## src/rtl/serial_word_assembler_if.sv

```systemverilog
// Serial-bit in / parallel-word out bundle for serial_word_assembler.
// The master side drives bits, frame realignment and consumer ready.
interface serial_word_assembler_if #(
  parameter int WIDTH = 8
);
  logic             in_BIT;
  logic             in_BIT_VALID;
  logic             out_BIT_READY;
  logic             in_START;
  logic [WIDTH-1:0] out_DATA;
  logic             out_VALID;
  logic             in_READY;
  logic             out_BUSY;
  logic             out_PERR;

  modport slave (
    input  in_BIT, in_BIT_VALID, in_START, in_READY,
    output out_BIT_READY, out_DATA, out_VALID, out_BUSY, out_PERR
  );

  modport master (
    output in_BIT, in_BIT_VALID, in_START, in_READY,
    input  out_BIT_READY, out_DATA, out_VALID, out_BUSY, out_PERR
  );
endinterface

```

## src/rtl/serial_word_assembler.sv

```systemverilog
// Collects serial bits into WIDTH-bit words behind a one-word output slot; 1-cycle latency after last bit.
// SERIAL_WORD_ASSEMBLER_PARITY_EN adds a trailing even-parity bit per frame, reported on out_PERR.
module serial_word_assembler #(
  parameter int WIDTH     = 8,
  parameter bit LSB_FIRST = 1'b1
) (
  input logic                   clk,
  input logic                   rst,
  serial_word_assembler_if.slave bus
);

`ifdef SERIAL_WORD_ASSEMBLER_PARITY_EN
  localparam int F = WIDTH + 1;
`else
  localparam int F = WIDTH;
`endif
  localparam int CW = $clog2(F + 1);
  localparam int IW = (WIDTH > 1) ? $clog2(WIDTH) : 1;

  logic [CW-1:0]    cnt_q, cnt_d;
  logic [WIDTH-1:0] coll_q, coll_d;
  logic [WIDTH-1:0] data_q, data_d;
  logic             pend_q, pend_d;
  logic             vld_q, vld_d;
`ifdef SERIAL_WORD_ASSEMBLER_PARITY_EN
  logic             par_q, par_d;
  logic             perr_q, perr_d;
`endif

  logic          bit_rdy;
  logic          accept;
  logic          slot_free;
  logic [IW-1:0] idx;

  assign bit_rdy   = rst & ~pend_q;
  assign accept    = bus.in_BIT_VALID & bit_rdy;
  assign slot_free = ~vld_q | bus.in_READY;

  always_comb begin
    cnt_d  = cnt_q;
    coll_d = coll_q;
    data_d = data_q;
    pend_d = pend_q;
    vld_d  = vld_q;
    idx    = '0;
`ifdef SERIAL_WORD_ASSEMBLER_PARITY_EN
    par_d  = par_q;
    perr_d = perr_q;
`endif

    // Realignment never touches a completed word waiting in the collection register.
    if (bus.in_START && !pend_q) begin
      cnt_d  = '0;
      coll_d = '0;
`ifdef SERIAL_WORD_ASSEMBLER_PARITY_EN
      par_d  = 1'b0;
`endif
    end

    if (vld_q && bus.in_READY) vld_d = 1'b0;

    if (accept) begin
      if (cnt_d < CW'(WIDTH)) begin
        idx = LSB_FIRST ? cnt_d[IW-1:0] : (IW'(WIDTH - 1) - cnt_d[IW-1:0]);
        coll_d[idx] = bus.in_BIT;
      end
`ifdef SERIAL_WORD_ASSEMBLER_PARITY_EN
      par_d = par_d ^ bus.in_BIT;
`endif
      if (cnt_d == CW'(F - 1)) begin
        cnt_d = '0;
        if (slot_free) begin
          data_d = coll_d;
          vld_d  = 1'b1;
          coll_d = '0;
`ifdef SERIAL_WORD_ASSEMBLER_PARITY_EN
          perr_d = par_d;
          par_d  = 1'b0;
`endif
        end else begin
          pend_d = 1'b1;
        end
      end else begin
        cnt_d = cnt_d + 1'b1;
      end
    end else if (pend_q && vld_q && bus.in_READY) begin
      data_d = coll_q;
      vld_d  = 1'b1;
      pend_d = 1'b0;
      coll_d = '0;
`ifdef SERIAL_WORD_ASSEMBLER_PARITY_EN
      perr_d = par_q;
      par_d  = 1'b0;
`endif
    end
  end

  always_ff @(posedge clk) begin
    if (!rst) begin
      cnt_q  <= '0;
      coll_q <= '0;
      data_q <= '0;
      pend_q <= 1'b0;
      vld_q  <= 1'b0;
`ifdef SERIAL_WORD_ASSEMBLER_PARITY_EN
      par_q  <= 1'b0;
      perr_q <= 1'b0;
`endif
    end else begin
      cnt_q  <= cnt_d;
      coll_q <= coll_d;
      data_q <= data_d;
      pend_q <= pend_d;
      vld_q  <= vld_d;
`ifdef SERIAL_WORD_ASSEMBLER_PARITY_EN
      par_q  <= par_d;
      perr_q <= perr_d;
`endif
    end
  end

  assign bus.out_BIT_READY = bit_rdy;
  assign bus.out_DATA      = data_q;
  assign bus.out_VALID     = vld_q;
  assign bus.out_BUSY      = (cnt_q != '0) & ~pend_q;
`ifdef SERIAL_WORD_ASSEMBLER_PARITY_EN
  assign bus.out_PERR      = perr_q;
`else
  assign bus.out_PERR      = 1'b0;
`endif

endmodule

```

## src/flat_wrapper.sv

```systemverilog
// flat-port wrapper written by rule: the top's interface ports become plain ports
module serial_word_assembler_flat 
#(
  parameter int WIDTH     = 8,
  parameter bit LSB_FIRST = 1'b1
)
  (clk, rst, bus_in_BIT, bus_in_BIT_VALID, bus_in_START, bus_in_READY, bus_out_BIT_READY, bus_out_DATA, bus_out_VALID, bus_out_BUSY, bus_out_PERR);
  serial_word_assembler_if #(.WIDTH(WIDTH)) bus_i ();
  input logic clk;
  input logic rst;
  input wire logic [$bits(bus_i.in_BIT)-1:0] bus_in_BIT;
  input wire logic [$bits(bus_i.in_BIT_VALID)-1:0] bus_in_BIT_VALID;
  input wire logic [$bits(bus_i.in_START)-1:0] bus_in_START;
  input wire logic [$bits(bus_i.in_READY)-1:0] bus_in_READY;
  output wire logic [$bits(bus_i.out_BIT_READY)-1:0] bus_out_BIT_READY;
  output wire logic [$bits(bus_i.out_DATA)-1:0] bus_out_DATA;
  output wire logic [$bits(bus_i.out_VALID)-1:0] bus_out_VALID;
  output wire logic [$bits(bus_i.out_BUSY)-1:0] bus_out_BUSY;
  output wire logic [$bits(bus_i.out_PERR)-1:0] bus_out_PERR;
  assign bus_i.in_BIT = bus_in_BIT;
  assign bus_i.in_BIT_VALID = bus_in_BIT_VALID;
  assign bus_i.in_START = bus_in_START;
  assign bus_i.in_READY = bus_in_READY;
  assign bus_out_BIT_READY = bus_i.out_BIT_READY;
  assign bus_out_DATA = bus_i.out_DATA;
  assign bus_out_VALID = bus_i.out_VALID;
  assign bus_out_BUSY = bus_i.out_BUSY;
  assign bus_out_PERR = bus_i.out_PERR;
  serial_word_assembler #(.WIDTH(WIDTH), .LSB_FIRST(LSB_FIRST)) u_core (.clk(clk), .rst(rst), .bus(bus_i));
endmodule
```

## config.mk

```make
export PLATFORM = sky130hd
export DESIGN_NAME = serial_word_assembler_flat
export DESIGN_NICKNAME = d
export VERILOG_FILES = /design/src/rtl/serial_word_assembler_if.sv /design/src/rtl/serial_word_assembler.sv /design/src/flat_wrapper.sv
export SDC_FILE = /design/constraint.sdc
export NUM_CORES = 1
export LEC_CHECK = 0
export ABC_AREA = 1
export CAP_MARGIN = 20
export CORE_ASPECT_RATIO = 1.75
export CORE_MARGIN = 5
export CORE_UTILIZATION = 58
export DETAILED_ROUTE_END_ITERATION = 10
export MAX_ROUTING_LAYER = met4
export PLACE_DENSITY = 0.86
export REMOVE_ABC_BUFFERS = 1
export SLEW_MARGIN = 20
export SYNTH_ARGS = -nofsm -noshare
export SYNTH_HDL_FRONTEND = slang
export SYNTH_SLANG_ARGS = --single-unit
```

## constraint.sdc

```tcl
create_clock -name clk -period 2.7 [get_ports clk]
set_clock_uncertainty 0.05 [all_clocks]
set_input_delay 0.54 -clock clk [delete_from_list [all_inputs] [get_ports clk]]
set_output_delay 0.54 -clock clk [all_outputs]
set_load 0.01 [all_outputs]
```

==> results.yml, run 1 <==
run_status:
  status: "finished, final reports clean"
cts:
  holdBufCountCts: 0
  cts.path.max_buffers: 2
  cts.sinks: 22
  htreeDepth: 1
  cts_tree: "done"
  cts_made_buffers: 3
  clk_latency_ns: 0.26
  clkTransAtPathRegs_ns: 0.08
  cts-root-buf: "clkbuf_8"
  cts_resized: 0
  post_cts_buffers: 0
sta:
  rsz0062_at_grt: "false"
  timing.final.ws_setup_ns: 0.298
  setup_violations: 0
  hold_slack_ns: 0.456
  setup-tns-final_ns: 0
  finalCritPeriodShare_pct: 89.0
  period_needed_ns: 2.40
  drv_slew: 0
  fmax_mhz: 416
  hold_violations: 0
logic_synthesis:
  synth_top_area_share_pct: 33.1
  synth_compound_area_share_pct: 9.68
  synthFlopType: "dfxtp_1"
  synth_top_family_by_area: "simple AND/OR/NAND/NOR gates"
  synth_mux_area_share_pct: 0
  synth.most_common_cell: "nand2_1"
  syn-cell-area_um2: 1330
  synthXorXnorAreaFrac_pct: 0
  synth_edf_count: 0
  synth.avg_cell_area_um2: 6.46
  synth_fa_ha_area_share_pct: 0
  ys_seq_area_share_pct: 33.1
  synth_warnings: 0
  synth_commonest_cells: "nand2_1, nand3_1, nor2_1"
  syn_inst: 206
  async_flop_share_pct: 0
  yosysUniqueCellTypes: 27
  synth.top_cells.by_area: "dfxtp_1, nand2_1, nand3_1, nor2_1, inv_1"
  synthSimpleGateAreaFrac_pct: 45.0
  ys_ff_latch: 22
  synth_area_leader_cell: "dfxtp_1"
pwr:
  p_leak_uw: 0.000660
  finalPower_uw: 696
  p_per_area_nw_per_um2: 455
  peakVddDrop_v: 0.000332
global_routing:
  grt_usage_pct: 20.2
  grt-ovfl-total: 0
  grt_start_max_net_pins: 25
  met2_usage_pct: 35.6
  met1_usage_pct: 20.6
  grt_pass1_wl_um: 5050
  busiest_layer: "met2"
  grt_pass1_vias: 1214
  use_met3_pct: 2.70
  antenna_found_initial: 0
hold_path:
  hp-class: "flop to flop"
placed_design:
  gp_congestion: 0.874
  post-place-ws_ns: 0.299
  place_hpwl_um: 2280
  place_area_um2: 1480
  port_buffers: 16
route:
  vias_per_cell: 5.39
  drt-initial-drc-count: 65
  route.vias.total: 1320
  avgRoutedWirePerCell_um: 12.3
  drc_errors: 0
  drt-pass1-iter-count: 4
  wl_um: 3010
  ant_nets: 0
floorplanning:
  io_pins: 18
  dieArea_um2: 3390
  die_h_um: 73.4
  rows: 23
  start_util_pct: 59.3
  core-area_um2: 2240
  fp.dieW_um: 46.2
worst_setup_path:
  worst-setup-path-type: "input port to primary output"
  cp_data_required_time_ns: 2.11
  endpoint_kind: "primary output"
  critical_path_arrival_ns: 1.81
  cp-start-kind: "input port"
  crit_fanout: 2
finish:
  drive_gt1_share_pct: 10.5
  nets: 227
  area_growth_pct: 15.0
  fin_area_um2: 1530
  diodes: 0
run:
  drv_cap: 0
==> through the flow <==
step | utilization [%] | instances
detailed placement | 65.8 | 241
global placement | 65.8 | 241
CTS | 68.2 | 245
global route | 68.2 | 245
floorplan | - | 198
finish | 68.2 | 245
==> final timing paths <==
kind                                        from                endpoint  slack (ns)  cells after the start
worst min register to register  u_core.coll_q[0]        u_core.coll_q[0]        0.46                      2
worst max-delay path                         rst       bus_out_BIT_READY        0.30                      4
worst min-delay path            u_core.coll_q[0]        u_core.coll_q[0]        0.46                      2
worst max register to register     u_core.pend_q  u_core.bus.out_DATA[5]        0.91                      9
==> placed cells by master (no fill, tap or decap), types with 4 or more instances in the layout <==
master / n
nand2_1: 51
nor2_1: 26
nand3_1: 26
inv_1: 23
dfxtp_1: 22
clkdlybuf4s50_1: 16
a21oi_1: 14
o21ai_0: 7
nand2_2: 6
nor3_1: 4
clkbuf_8: 4
==> registers in the layout, summed over array words and instances (netlist names) <==
register and flops:
u_core.bus.out_DATA 8, u_core.coll_q 8, u_core.cnt_q 4, u_core.bus.out_VALID 1, u_core.pend_q 1
==> cell families (layout without fill, tap and decap cells) <==
group	count (synthesis)	count (layout)
other cells	1	1
buf+inv	34	48
simple gates	125	125
compound gates	24	24
flops	22	22
==> worst max-delay path, cell delays in order <==
cell and delay (ns):
clkdlybuf4s50_1 0.48, inv_1 0.11, nor2_4 0.13, clkdlybuf4s50_1 0.55
==> final cells by class <==
| class | count | area (µm²) |
|---|---|---|
| Fill cell | 215 | 713 |
| Timing Repair Buffer | 18 | 175 |
| Tap cell | 25 | 31.3 |
| Multi-Input combinational cell | 150 | 732 |
| Inverter | 26 | 97.6 |
| Sequential cell | 22 | 440 |
| Clock buffer | 4 | 55.1 |
==> power breakdown <==
part	switching [µW]	internal, µW	total, µW
clock network	110	130	241
logic	68.6	45.5	114
registers	6.57	335	342
==> layer usage <==
metal | wire length, µm | part of all wire [%]
met1 | 1190 | 40
met2 | 1580 | 53
met3 | 133 | 4.4
met4 | 95 | 3.2
met5 | 0 | 0
(Power assumes the default switching activity.)
==> run 2: changes to the inputs <==
--- a/config.mk
+++ b/config.mk
@@ -14,6 +14,7 @@
 export MAX_ROUTING_LAYER = met4
 export PLACE_DENSITY = 0.86
 export REMOVE_ABC_BUFFERS = 1
+export SKIP_LAST_GASP = 1
 export SLEW_MARGIN = 20
 export SYNTH_ARGS = -nofsm -noshare
 export SYNTH_HDL_FRONTEND = slang
==> results of run 2 <==
Final layout, timing and power as in run 1 (identical DEF).
==> run 3: changes to the inputs <==
--- a/config.mk
+++ b/config.mk
@@ -5,12 +5,11 @@
 export SDC_FILE = /design/constraint.sdc
 export NUM_CORES = 1
 export LEC_CHECK = 0
-export ABC_AREA = 1
 export CAP_MARGIN = 20
-export CORE_ASPECT_RATIO = 1.75
 export CORE_MARGIN = 5
 export CORE_UTILIZATION = 58
 export DETAILED_ROUTE_END_ITERATION = 10
+export HOLD_SLACK_MARGIN = 0.03
 export MAX_ROUTING_LAYER = met4
 export PLACE_DENSITY = 0.86
 export REMOVE_ABC_BUFFERS = 1
==> run 3 against run 2 <==
Net effect: critical endpoint is now bus_out_BUSY; combinational power is 43% lower; total power is 6.1% lower; sequential share of layout area is 0.58 points lower; clock-buffer cell count is 1 lower; sequential power is 4% lower; final cell count is 21% lower; synthesized cell count is 29% lower; largest power group unchanged; fmax is 5.3% lower.
==> results.yml, run 3 <==
run_status:
  status: "finished, final reports clean"
hold_path:
  hp-class: "flop to flop"
logic_synthesis:
  synth.most_common_cell: "dfxtp_1"
  syn-cell-area_um2: 1310
  synth.avg_cell_area_um2: 8.89
  ys_seq_area_share_pct: 33.7
  synth_commonest_cells: "dfxtp_1, o21ai_0, nand2_1"
  ys_ff_latch: 22
  synth_area_leader_cell: "dfxtp_1"
  synth_edf_count: 0
  synth_warnings: 0
  yosysUniqueCellTypes: 42
  synth.top_cells.by_area: "dfxtp_1, nor4b_4, o21ai_0, mux2i_1, a31oi_1"
  syn_inst: 147
  synth_top_area_share_pct: 33.7
  synthFlopType: "dfxtp_1"
  async_flop_share_pct: 0
placed_design:
  gp_congestion: 0.912
  place_hpwl_um: 2110
  port_buffers: 16
route:
  route.vias.total: 1194
  wl_um: 2970
  vias_per_cell: 6.19
  drc_errors: 0
  drt-pass1-iter-count: 4
  avgRoutedWirePerCell_um: 15.4
  ant_nets: 0
  drt-initial-drc-count: 44
run:
  drv_cap: 0
global_routing:
  met1_usage_pct: 22.6
  grt-ovfl-total: 0
  grt_start_max_net_pins: 16
  grt_usage_pct: 19.6
  busiest_layer: "met2"
  grt_pass1_vias: 1151
  use_met3_pct: 3.85
  antenna_found_initial: 0
  met2_usage_pct: 32.7
  grt_pass1_wl_um: 5060
floorplanning:
  dieArea_um2: 3300
  core-area_um2: 2190
  fp.dieW_um: 57.5
  start_util_pct: 59.7
  io_pins: 18
  die_h_um: 57.5
  rows: 17
finish:
  layout_commonest_cell: "dfxtp_1"
  multi_input_area_um2: 762
  drive_gt1_share_pct: 13.9
  fillerInstances: 169
  area_growth_pct: 19.5
  diodes: 0
  nets: 172
  final_cell_mix: "dfxtp_1, clkdlybuf4s50_1, o21ai_0, buf_4, nand2_1"
  seqCellArea_um2: 440
pwr:
  power.share.clock_pct: 39.9
  p_leak_uw: 0.000572
  p_sw_uw: 150
  p_int_uw: 504
  switching_share_pct: 22.9
  peakVddDrop_v: 0.000348
  pwr-share-comb_pct: 10.0
  p_per_area_nw_per_um2: 418
  finalPower_uw: 654
  seq_power_share_pct: 50.2
cts:
  htreeDepth: 1
  cts_tree: "done"
  post_cts_buffers: 0
  cts.path.max_buffers: 2
  clkTransAtPathRegs_ns: 0.13
  cts-root-buf: "clkbuf_4"
  cts_made_buffers: 3
  holdBufCountCts: 0
  cts_resized: 0
  cts.sinks: 22
  clk_latency_ns: 0.32
worst_setup_path:
  slowest_stage: "nor4_1"
  critical_path_arrival_ns: 1.95
  critPathMaxStageDelay_ns: 0.53
  crit_fanout: 11
  worst-setup-path-type: "flop to primary output"
  cp-start-kind: "flop"
  cp_data_required_time_ns: 2.11
  endpoint_kind: "primary output"
  path_cells: "nor4_1, nor2_1, clkdlybuf4s50_1"
sta:
  finalCritPeriodShare_pct: 93.9
  fmax_mhz: 394
  period_needed_ns: 2.54
  setup-tns-final_ns: 0
  drv_slew: 0
  rsz0062_at_grt: "false"
  slew_headroom_pct: 59.3
  hold_violations: 0
  tightest_slew_ns: 0.605
  setup_violations: 0
run 3: power groups by stage:
stage	combinational [µW]	clock (µW)	sequential [µW]
after floorplan	25.1	0	338
after global placement	63.0	0	335
after detailed placement	63.7	0	335
after CTS	64.0	265	328
after global routing	69.8	281	328
final	65.1	261	328
run 3: critical path: cells and delay by family (launching register included):
family        cells  cell delay (ns)
buf+inv           1             0.50
simple gates      2             0.63
flops             1             0.49
run 3: stage by stage:
step | hold slack, ns | setup slack (ns) | utilization, % | cell area [µm²] | cells
after CTS | 0.453 | 0.174 | 71.3 | 1560 | 193
after global routing | 0.476 | 0.0610 | 71.3 | 1560 | 193
after detailed placement | 0.432 | 0.336 | 68.9 | 1510 | 189
final | 0.453 | 0.164 | 71.3 | 1560 | 193
after global placement | 0.428 | 0.359 | 68.9 | 1510 | 189
after floorplan | 0.412 | 0.670 | - | 1230 | 134
run 3: layer usage:
| metal | up-vias | part of all wire [%] |
|---|---|---|
| met5 | - | 0 |
| met4 | 0 | 1.5 |
| met3 | 5 | 3.6 |
| met2 | 28 | 50 |
| met1 | 576 | 45 |
| li1 | 585 | - |
run 3: path summary, 6_finish.rpt:
check / startpoint / endpoint / slack [ns] / cells past startpoint
hold / removal: u_core.coll_q[5] / u_core.bus.out_DATA[5] / 0.45 / 2
setup reg to reg: u_core.pend_q / u_core.bus.out_DATA[4] / 0.87 / 6
setup / recovery: u_core.cnt_q[3] / bus_out_BUSY / 0.16 / 3
hold reg to reg: u_core.coll_q[5] / u_core.bus.out_DATA[5] / 0.45 / 2
run 3: cells by family after synthesis:
group,Yosys count,synth area share [%]
and+or+nand+nor,54,30.4
muxes,5,3.83
buffers and inverters,21,8.04
xor gates and xnor gates,2,1.34
AOI/OAI and AO/OA,42,22.4
other,1,0.287
DFF,22,33.7
run 3: area by class of cell:
type                            count  area share [%]
Multi-Input combinational cell    104            48.8
Sequential cell                    22            28.2
Timing Repair Buffer               27            15.5
Tap cell                           28            2.24
Clock inverter                      1            1.92
Inverter                            8            1.92
Clock buffer                        3            1.44
